**config.mk**
```make
export PLATFORM = sky130hd
export DESIGN_NAME = ram_fifo_ctrl
export DESIGN_NICKNAME = d
export VERILOG_FILES = /design/src/rtl/ram_fifo_ctrl.sv
export SDC_FILE = /design/constraint.sdc
export NUM_CORES = 1
export LEC_CHECK = 0
export BUFFER_PORTS_ARGS = -buffer_cell sky130_fd_sc_hd__buf_2
export CORE_MARGIN = 2
export CORE_UTILIZATION = 40
export CTS_CLUSTER_SIZE = 25
export DETAILED_ROUTE_END_ITERATION = 7
export SLEW_MARGIN = 10
export SYNTH_ARGS = -nofsm -noshare
export SYNTH_HDL_FRONTEND = slang
export SYNTH_SLANG_ARGS = --single-unit
```
**constraint.sdc**
```tcl
create_clock -name clk -period 6.8 [get_ports clk]
set_input_delay 0.68 -clock clk [delete_from_list [all_inputs] [get_ports clk]]
set_output_delay 0.68 -clock clk [all_outputs]
set_load 0.05 [all_outputs]
```
**src/rtl/ram_fifo_ctrl.sv**
```systemverilog
// rtl/ram_fifo_ctrl.sv - FIFO controller over a dual-port RAM with a 2-entry read skid buffer
module ram_fifo_ctrl #(
   parameter int DEPTH  = 16,
   parameter int DWIDTH = 8,
   parameter int AWIDTH = $clog2(DEPTH),
   parameter int CWIDTH = $clog2(DEPTH + 3)
) (
   input  logic              clk,
   input  logic              rst,
   input  logic              push_valid,
   output logic              push_ready,
   input  logic [DWIDTH-1:0] push_data,
   output logic              pop_valid,
   input  logic              pop_ready,
   output logic [DWIDTH-1:0] pop_data,
   output logic              wr_enbl,
   output logic [AWIDTH-1:0] wr_addr,
   output logic [DWIDTH-1:0] wr_data,
   output logic              rd_enbl,
   output logic [AWIDTH-1:0] rd_addr,
   input  logic [DWIDTH-1:0] rd_data,
   output logic [CWIDTH-1:0] count,
   output logic              full,
   output logic              empty
);

   logic [AWIDTH-1:0] wr_ptr, rd_ptr;
   logic [CWIDTH-1:0] ram_cnt;
   logic              rd_pend;
   logic [1:0]        buf_cnt, buf_cnt_n;
   logic [DWIDTH-1:0] slot0, slot1, slot0_n, slot1_n;
   logic              push_fire, pop_fire;
   logic [2:0]        occ_after_pop;

   function automatic logic [AWIDTH-1:0] ptr_inc(input logic [AWIDTH-1:0] p);
      return (p == AWIDTH'(DEPTH - 1)) ? '0 : p + AWIDTH'(1);
   endfunction

   assign full       = (ram_cnt == CWIDTH'(DEPTH));
   assign push_ready = rst & ~full;
   assign push_fire  = push_valid & push_ready;
   assign pop_valid  = (buf_cnt != 2'd0);
   assign pop_fire   = pop_valid & pop_ready;
   assign pop_data   = slot0;

   // Buffered plus in-flight words must stay within the two skid slots.
   assign occ_after_pop = {1'b0, buf_cnt} + {2'b00, rd_pend} - {2'b00, pop_fire};
   assign rd_enbl       = (ram_cnt != '0) & (occ_after_pop < 3'd2);

   assign wr_enbl = push_fire;
   assign wr_addr = wr_ptr;
   assign wr_data = push_data;
   assign rd_addr = rd_ptr;

   assign count = ram_cnt + CWIDTH'(rd_pend) + CWIDTH'(buf_cnt);
   assign empty = (count == '0);

   // Pop shifts first, then the returning read lands in the first free slot.
   always_comb begin
      buf_cnt_n = buf_cnt;
      slot0_n   = slot0;
      slot1_n   = slot1;
      if (pop_fire) begin
         slot0_n   = slot1;
         buf_cnt_n = buf_cnt - 2'd1;
      end
      if (rd_pend) begin
         if (buf_cnt_n == 2'd0) slot0_n = rd_data;
         else                   slot1_n = rd_data;
         buf_cnt_n = buf_cnt_n + 2'd1;
      end
   end

   always_ff @(posedge clk or negedge rst) begin
      if (!rst) begin
         wr_ptr  <= '0;
         rd_ptr  <= '0;
         ram_cnt <= '0;
         rd_pend <= 1'b0;
         buf_cnt <= 2'd0;
         slot0   <= '0;
         slot1   <= '0;
      end else begin
         if (push_fire) wr_ptr <= ptr_inc(wr_ptr);
         if (rd_enbl)   rd_ptr <= ptr_inc(rd_ptr);
         ram_cnt <= ram_cnt + CWIDTH'(push_fire) - CWIDTH'(rd_enbl);
         rd_pend <= rd_enbl;
         buf_cnt <= buf_cnt_n;
         slot0   <= slot0_n;
         slot1   <= slot1_n;
      end
   end

endmodule

```
==> results by group, run 1 <==
Clock tree
  – CTS Buf Count: 5
  – CTS HTree Levels: 2
  – Postcts setup bufs: 0
  – Clock sinks: 32
  – Reg clk slew, reported paths: 0.07 ns
  – Root buf cell: clkbuf_8
  – CTS tree: built
  – Clk_lat worst skew: 0.29 ns
  – Deepest clock path buffer count: 2
  – CTS Hold Buffers Added: 0
  – Post-CTS Resized: 0

Final layout
  – Util after Layout: between 40% and 50%
  – Layout cell share with drive strength beyond 1: about a quarter
  – Syn-to-layout area delta: 14.2%
  – # diodes: 0
  – Nets: ~230

Routing
  – Pre-antenna DRT Iters: 4
  – Avg WL per Cell: 13.7 um
  – Via count: 1244
  – Iter 0 DRT Violations: 94
  – Final ANT Viol Nets: 0
  – Drc violations: 0
  – Vias per cell: 5.06
  – Routed wire length: 3380 um

Place
  – Gp weighted congestion: 0.781
  – PortBufs: 38
  – HPWL after DPL: ~2500 um

Synth
  – #FFs+latches synth: 32
  – Share of synthesized flip-flops with an asynchronous set or reset: 100%
  – Synthesized area: 1790 um2
  – Synth cell types: 31
  – Post-synth EDFFs: 0
  – Synthesized Nets: 199
  – Synth Instances: ~160
  – YS warnings: 0
  – Synth Flop Type: dfrtp_1
  – Sequential area share after synthesis: 44.6%
  – Syn avg cell area: ~11 um2

Die
  – Die Wd: 71.0 um
  – Starting Density: between 40% and 50%
  – Core box area: 4320 um2
  – Die Y: 71.0 um
  – Die area: between 5000 and 6000 um2
  – Row cnt: 24
  – Io pins: 55

GRT
  – Gr usage total: 14.4%
  – Total global routing overflow: 0
  – Vias in the first global route: ~1200
  – Largest net degree at the start of global routing: 36
  – First-pass GRT wire length: 5580 um
  – Initial antenna violation count: 0

Timing
  – Post-Route Setup TNS: 0 ns
  – Final Max Tran Viols: 0
  – Worst-Margin Slew: around 0.76 ns
  – Hold Violations, Final: 0
  – Hold slack final: 0.459 ns
  – Normalized max-slew margin: 49.2%
  – Final Cycle Share: 63.0%
  – Minimum clock period: approximately 4.3 ns
  – RSZ-0062 raised after global routing: no
  – Final setup violation count: 0
  – F_max: between 0.2 and 0.25 GHz
  – Clock skew: 0.00939 ns

Critical path
  – Worst reg2reg path endpoint: ram_cnt[4]$_DFF_PN0_
  – Critical path required time: roughly 7.0 ns
  – Crit path top cell by count: inv_1
  – Crit path capture: ram_cnt[4]$_DFF_PN0_
  – Worst-path cell chain: inv_1 -> ha_1 -> nand2b_1 -> inv_1 -> ha_1 -> inv_1 -> ha_1 -> inv_1 -> fa_1 -> xnor2_1 -> and3_1 -> ha_1 -> inv_1 -> ha_1 -> inv_1 -> fa_1 -> inv_1 -> a21oi_1 -> o21bai_1 -> xnor2_1
  – CP arrival: between 4 and 5 ns
  – Worst path max stage delay: slightly above 0.5 ns
  – R2R setup slack: between 2 and 3 ns
  – R2R depth: 20
  – Worst Setup End Kind: register
  – Setup crit start: buf_cnt[1]$_DFF_PN0_
  – CP Launch Type: register
  – CP max-delay cell: nand2b_1
  – Worst-path fanout max: 11
  – R2r startpoint: buf_cnt[1]$_DFF_PN0_
  – CP Class: register to register

Flow run
  – Maxcap violations: 0

Min path
  – Hold Crit Class: input pin to asynchronous set/reset pin

Run status
  – Status: complete, no violations
-- how the worst min path moves through the flow --
| stage | start | end | slack, ns | cells past startpoint |
|---|---|---|---|---|
| 6_report | rst | rd_addr[3]$_DFFE_PN0P_ | 0.46 | 1 |
| 5_1_grt | slot1[6]$_DFFE_PN0P_ | slot1[6]$_DFFE_PN0P_ | 0.51 | 1 |
| 4_1_cts | rst | rd_addr[2]$_DFFE_PN0P_ | 0.49 | 1 |
| 3_5_place_dp | slot1[1]$_DFFE_PN0P_ | slot1[1]$_DFFE_PN0P_ | 0.48 | 1 |
| 3_3_place_gp | slot1[1]$_DFFE_PN0P_ | slot1[1]$_DFFE_PN0P_ | 0.47 | 1 |
| 2_1_floorplan | rst | buf_cnt[0]$_DFF_PN0_ | 0.38 | 0 |
-- placed cells by master (no fill, tap or decap), types with 2 or more instances in the layout --
master and instances:
nor2_1 2, a21oi_1 4, o21ai_1 11, mux2i_1 8
inv_1 18, mux2_1 10, dfrtp_1 32, a21o_1 2
clkbuf_8 5, mux2_4 2, a41oi_1 2, ha_1 14
xor2_1 3, nand2b_1 2, nand4_1 2, nand2_1 12
fa_1 4, and3_1 2, buf_2 38, clkinv_2 2
xnor2_1 7, a31oi_1 2, and2_1 2
-- state kept, by name, indices dropped and copies added, names as in the netlist --
| signal | cells |
|---|---|
| buf_cnt | 2 |
| pop_data | 8 |
| ram_cnt | 5 |
| rd_addr | 4 |
| rd_pend | 1 |
| slot1 | 8 |
| wr_addr | 4 |
-- critical path, delay by kind of cell, from the launching register on --
family | cells | cell delay, ns
buffers and inverters | 7 | 0.49
adder cells (fa/ha/maj) | 7 | 1.83
flip-flops | 1 | 0.48
AO/OA/AOI/OAI | 2 | 0.22
XOR/XNOR | 2 | 0.28
AND/OR/NAND/NOR | 2 | 0.89
-- metal layers --
metal	up-vias	track usage (%)	share of wire, %
li1	597	-	-
met1	605	17.4	43
met2	36	23.4	49
met3	6	6.27	6.0
met4	0	4.40	1.3
met5	-	0	0
-- cells in the mapped netlist, types with 2 or more instances --
cell      count  area, um2
ha_1         14        175
buf_4         8       60.1
nand2_1      12       45.0
mux2i_1       8       80.1
and3_1        2       12.5
mux2_4        2       30.0
xnor2_1       7       61.3
clkbuf_1      3       11.3
nand4_1       2       12.5
dfrtp_1      32        801
xor2_1        3       26.3
a41oi_1       2       17.5
and2_1        2       12.5
o21ai_1      11       55.1
fa_1          4       80.1
a21o_1        2       15.0
nand2b_1      2       12.5
a31oi_1       2       12.5
nor2_1        2       7.51
mux2_1       10        113
inv_1        18       67.6
a21oi_1       4       20.0
-- logic make-up (layout without fill, tap and decap cells) --
family          after synthesis  count (layout)  synth area share, %
mux                          20              20                 12.4
buf+inv                      32              65                 8.86
flops                        32              32                 44.6
fa+ha+maj                    18              18                 14.2
xor+xnor                     10              10                 4.88
compound gates               23              23                 7.39
simple gates                 26              26                 7.60
-- final cells by class --
cell class	instances	area [um2]
fill	422	2270
multi-input combinational	97	835
sequential	32	801
timing repair buffer	38	190
inverter	19	71.3
clock buffer	5	68.8
tap	52	65.1
clock inverter	3	18.8
-- stage by stage --
step	setup WS [ns]	instance area, um2	cells
2_1_floorplan	2.91	1790	161
4_1_cts	2.51	2050	246
3_3_place_gp	2.68	1960	238
3_5_place_dp	2.55	1960	238
6_report	2.52	2050	246
5_1_grt	2.22	2050	246
Power of run 1 is not shown: default switching activity piles up to over one toggle a cycle in this logic, so the estimate is an artifact.
==> run 2: changes to the inputs <==
ABC_AREA = 1   (was unset)
clock period = 4.3 ns   (was 6.8 ns; I/O delays follow)
==> run 2 against run 1 <==
  * Flip-flop and latch count unchanged
  * Register-to-register slack lost 2.1 ns
  * Hold slack got worse by 0.30 ns
  * Non-clock buffer count up 1
  * Count of clock-buffer cells in the layout rose by 2
  * Wire length grew 2.9%
  * Synthesized cell count is 36% higher
==> results by group, run 2 <==
Run status
  – Status: complete, no violations

Routing
  – Avg WL per Cell: roughly 11 um
  – Final ANT Viol Nets: 0
  – Pre-antenna DRT Iters: 4
  – Drc violations: 0
  – Iter 0 DRT Violations: 37
  – Vias per cell: 4.64
  – Via count: 1426
  – Routed wire length: 3480 um

Timing
  – Hold Violations, Final: 0
  – Worst-Margin Slew: 0.728 ns
  – Final Max Tran Viols: 0
  – Final Cycle Share: 89.8%
  – Post-Route Setup TNS: 0 ns
  – RSZ-0062 raised after global routing: no
  – Final setup violation count: 0
  – Minimum clock period: 3.86 ns
  – Clock skew: 0.00241 ns
  – F_max: 0.259 GHz
  – Normalized max-slew margin: 51.5%

Final layout
  – Syn-to-layout area delta: 13.7%
  – Layout cell share with drive strength beyond 1: 24.1%
  – Commonest non-fill, non-tap cell in the layout: nand2_1
  – Commonest non-fill, non-tap cells in the layout: nand2_1, buf_2, inv_1
  – Fillcell total: 461
  – Storage element area: 802 um2
  – Area of the multi-input gates: 852 um2
  – # diodes: 0
  – Nets: a little under 300

Die
  – Starting Density: between 40% and 50%
  – Die area: 5330 um2
  – Row cnt: 25
  – Die Wd: 73 um
  – Core box area: 4660 um2
  – Io pins: between 50 and 60
  – Die Y: 73 um

GRT
  – Global Route met2 Usage: 21.9%
  – Met1 usage: 19.4%
  – Total global routing overflow: 0
  – Gr usage total: 14.9%
  – GRT Max-Usage Layer: met2
  – Vias in the first global route: 1355
  – First-pass GRT wire length: 6070 um
  – Met3 Use GR: about 4.7%
  – Initial antenna violation count: 0
  – Largest net degree at the start of global routing: 35

Synth
  – Post-synth EDFFs: 0
  – #FFs+latches synth: 32
  – Sequential area share after synthesis: between 40% and 50%
  – Most common cell in the netlist: nand2_1
  – Synthesized area: 1900 um2
  – Syn avg cell area: approximately 8.7 um2
  – Most frequent cells after synthesis: nand2_1, inv_1, dfrtp_1
  – Largest cells by area after synthesis: dfrtp_1, ha_1, nand2_1
  – Synth cell types: 26
  – Synthesized Nets: between 200 and 300
  – Top cell type's share of synthesized area: 42.0%
  – Synth Instances: ~220
  – Synth Flop Type: dfrtp_1
  – YS warnings: 0
  – Cell taking the most area after synthesis: dfrtp_1
  – Share of synthesized flip-flops with an asynchronous set or reset: 100%

Clock tree
  – Clk_lat worst skew: 0.28 ns
  – CTS Hold Buffers Added: 0
  – CTS Buf Count: 5
  – Root buf cell: clkbuf_8
  – Deepest clock path buffer count: 2
  – CTS tree: built
  – Reg clk slew, reported paths: 0.06 ns
  – CTS HTree Levels: 2
  – Clock sinks: 32

Critical path
  – CP max-delay cell: dfrtp_2
  – CP Launch Type: register
  – CP Class: register to register
  – Worst Setup End Kind: register
  – Critical path required time: 4.48 ns
  – Worst path max stage delay: roughly 0.45 ns
  – CP arrival: 4.04 ns
  – CP delay by family, top: adder cells
  – Crit path top cell by count: inv_1
  – Crit path buf inv count: 9
  – Worst-path fanout max: 11

Place
  – HPWL after DPL: roughly 2600 um
  – Gp weighted congestion: around 0.75
  – PortBufs: 38

Flow run
  – Maxcap violations: 0

Min path
  – Hold Crit Class: input pin to asynchronous set/reset pin
==> run 2: area by class of cell <==
cell class                 count  share of cell area, %
clock buffer                   7                   4.45
inverter                      40                   6.93
sequential                    32                   37.0
multi-input combinational    135                   39.3
timing repair buffer          39                   9.13
tap                           54                   3.12
==> run 2: what timing repair did <==
action                                  CTS  global route
buffers inserted                          0             0
resized for setup                         0             1
endpoints found under the setup margin    0             1
endpoints found under the hold margin     0             0
==> run 2: path summary, 6_finish.rpt <==
path	startpoint	end	slack, ns	cells after the start
max in group asynchronous	rst	buf_cnt[1]$_DFF_PN0_	3.81	2
hold reg to reg	slot1[5]$_DFFE_PN0P_	slot1[5]$_DFFE_PN0P_	0.49	2
hold / removal	rst	wr_addr[1]$_DFFE_PN0P_	0.16	2
min in group clk	rd_data[3]	slot1[3]$_DFFE_PN0P_	0.39	3
setup / recovery	buf_cnt[1]$_DFF_PN0_	ram_cnt[4]$_DFF_PN0_	0.44	25
setup reg to reg	buf_cnt[1]$_DFF_PN0_	ram_cnt[4]$_DFF_PN0_	0.44	25
==> run 2: worst register-to-register path: cells and delay by family (launching register included) <==
family          cells  cell delay [ns]
fa+ha+maj           7             1.80
buf+inv             9             0.75
simple gates        8             0.69
flops               1             0.45
compound gates      1             0.11
==> run 2: logic make-up after synthesis <==
group                    after synthesis  synth area share (%)
AO/OA/AOI/OAI                         33                  10.9
XOR/XNOR                               7                  3.22
adder cells (fa/ha/maj)               18                  13.4
buffers and inverters                 52                  13.2
flip-flops                            32                  42.1
AND/OR/NAND/NOR                       77                  17.2
==> run 2: metal layers <==
metal  vias up  part of all wire [%]
met5         -                     0
met4         0                   2.4
met3         6                   4.6
met2        28                    45
met1       642                    48
li1        750                     -
==> run 2: metrics by stage <==
step / util (%) / std cells / setup WS (ns) / area (um2) / hold slack, ns
6_report: 46.5 / 307 / 0.438 / 2170 / 0.163
4_1_cts: 46.4 / 307 / 0.323 / 2160 / 0.175
5_1_grt: 46.5 / 307 / 0.0358 / 2170 / 0.187
3_3_place_gp: 44.4 / 300 / 0.505 / 2070 / 0.466
3_5_place_dp: 44.4 / 300 / 0.341 / 2070 / 0.468
2_1_floorplan: - / 219 / 0.115 / 1900 / 0.134
Power of run 2 is left out for the same reason.
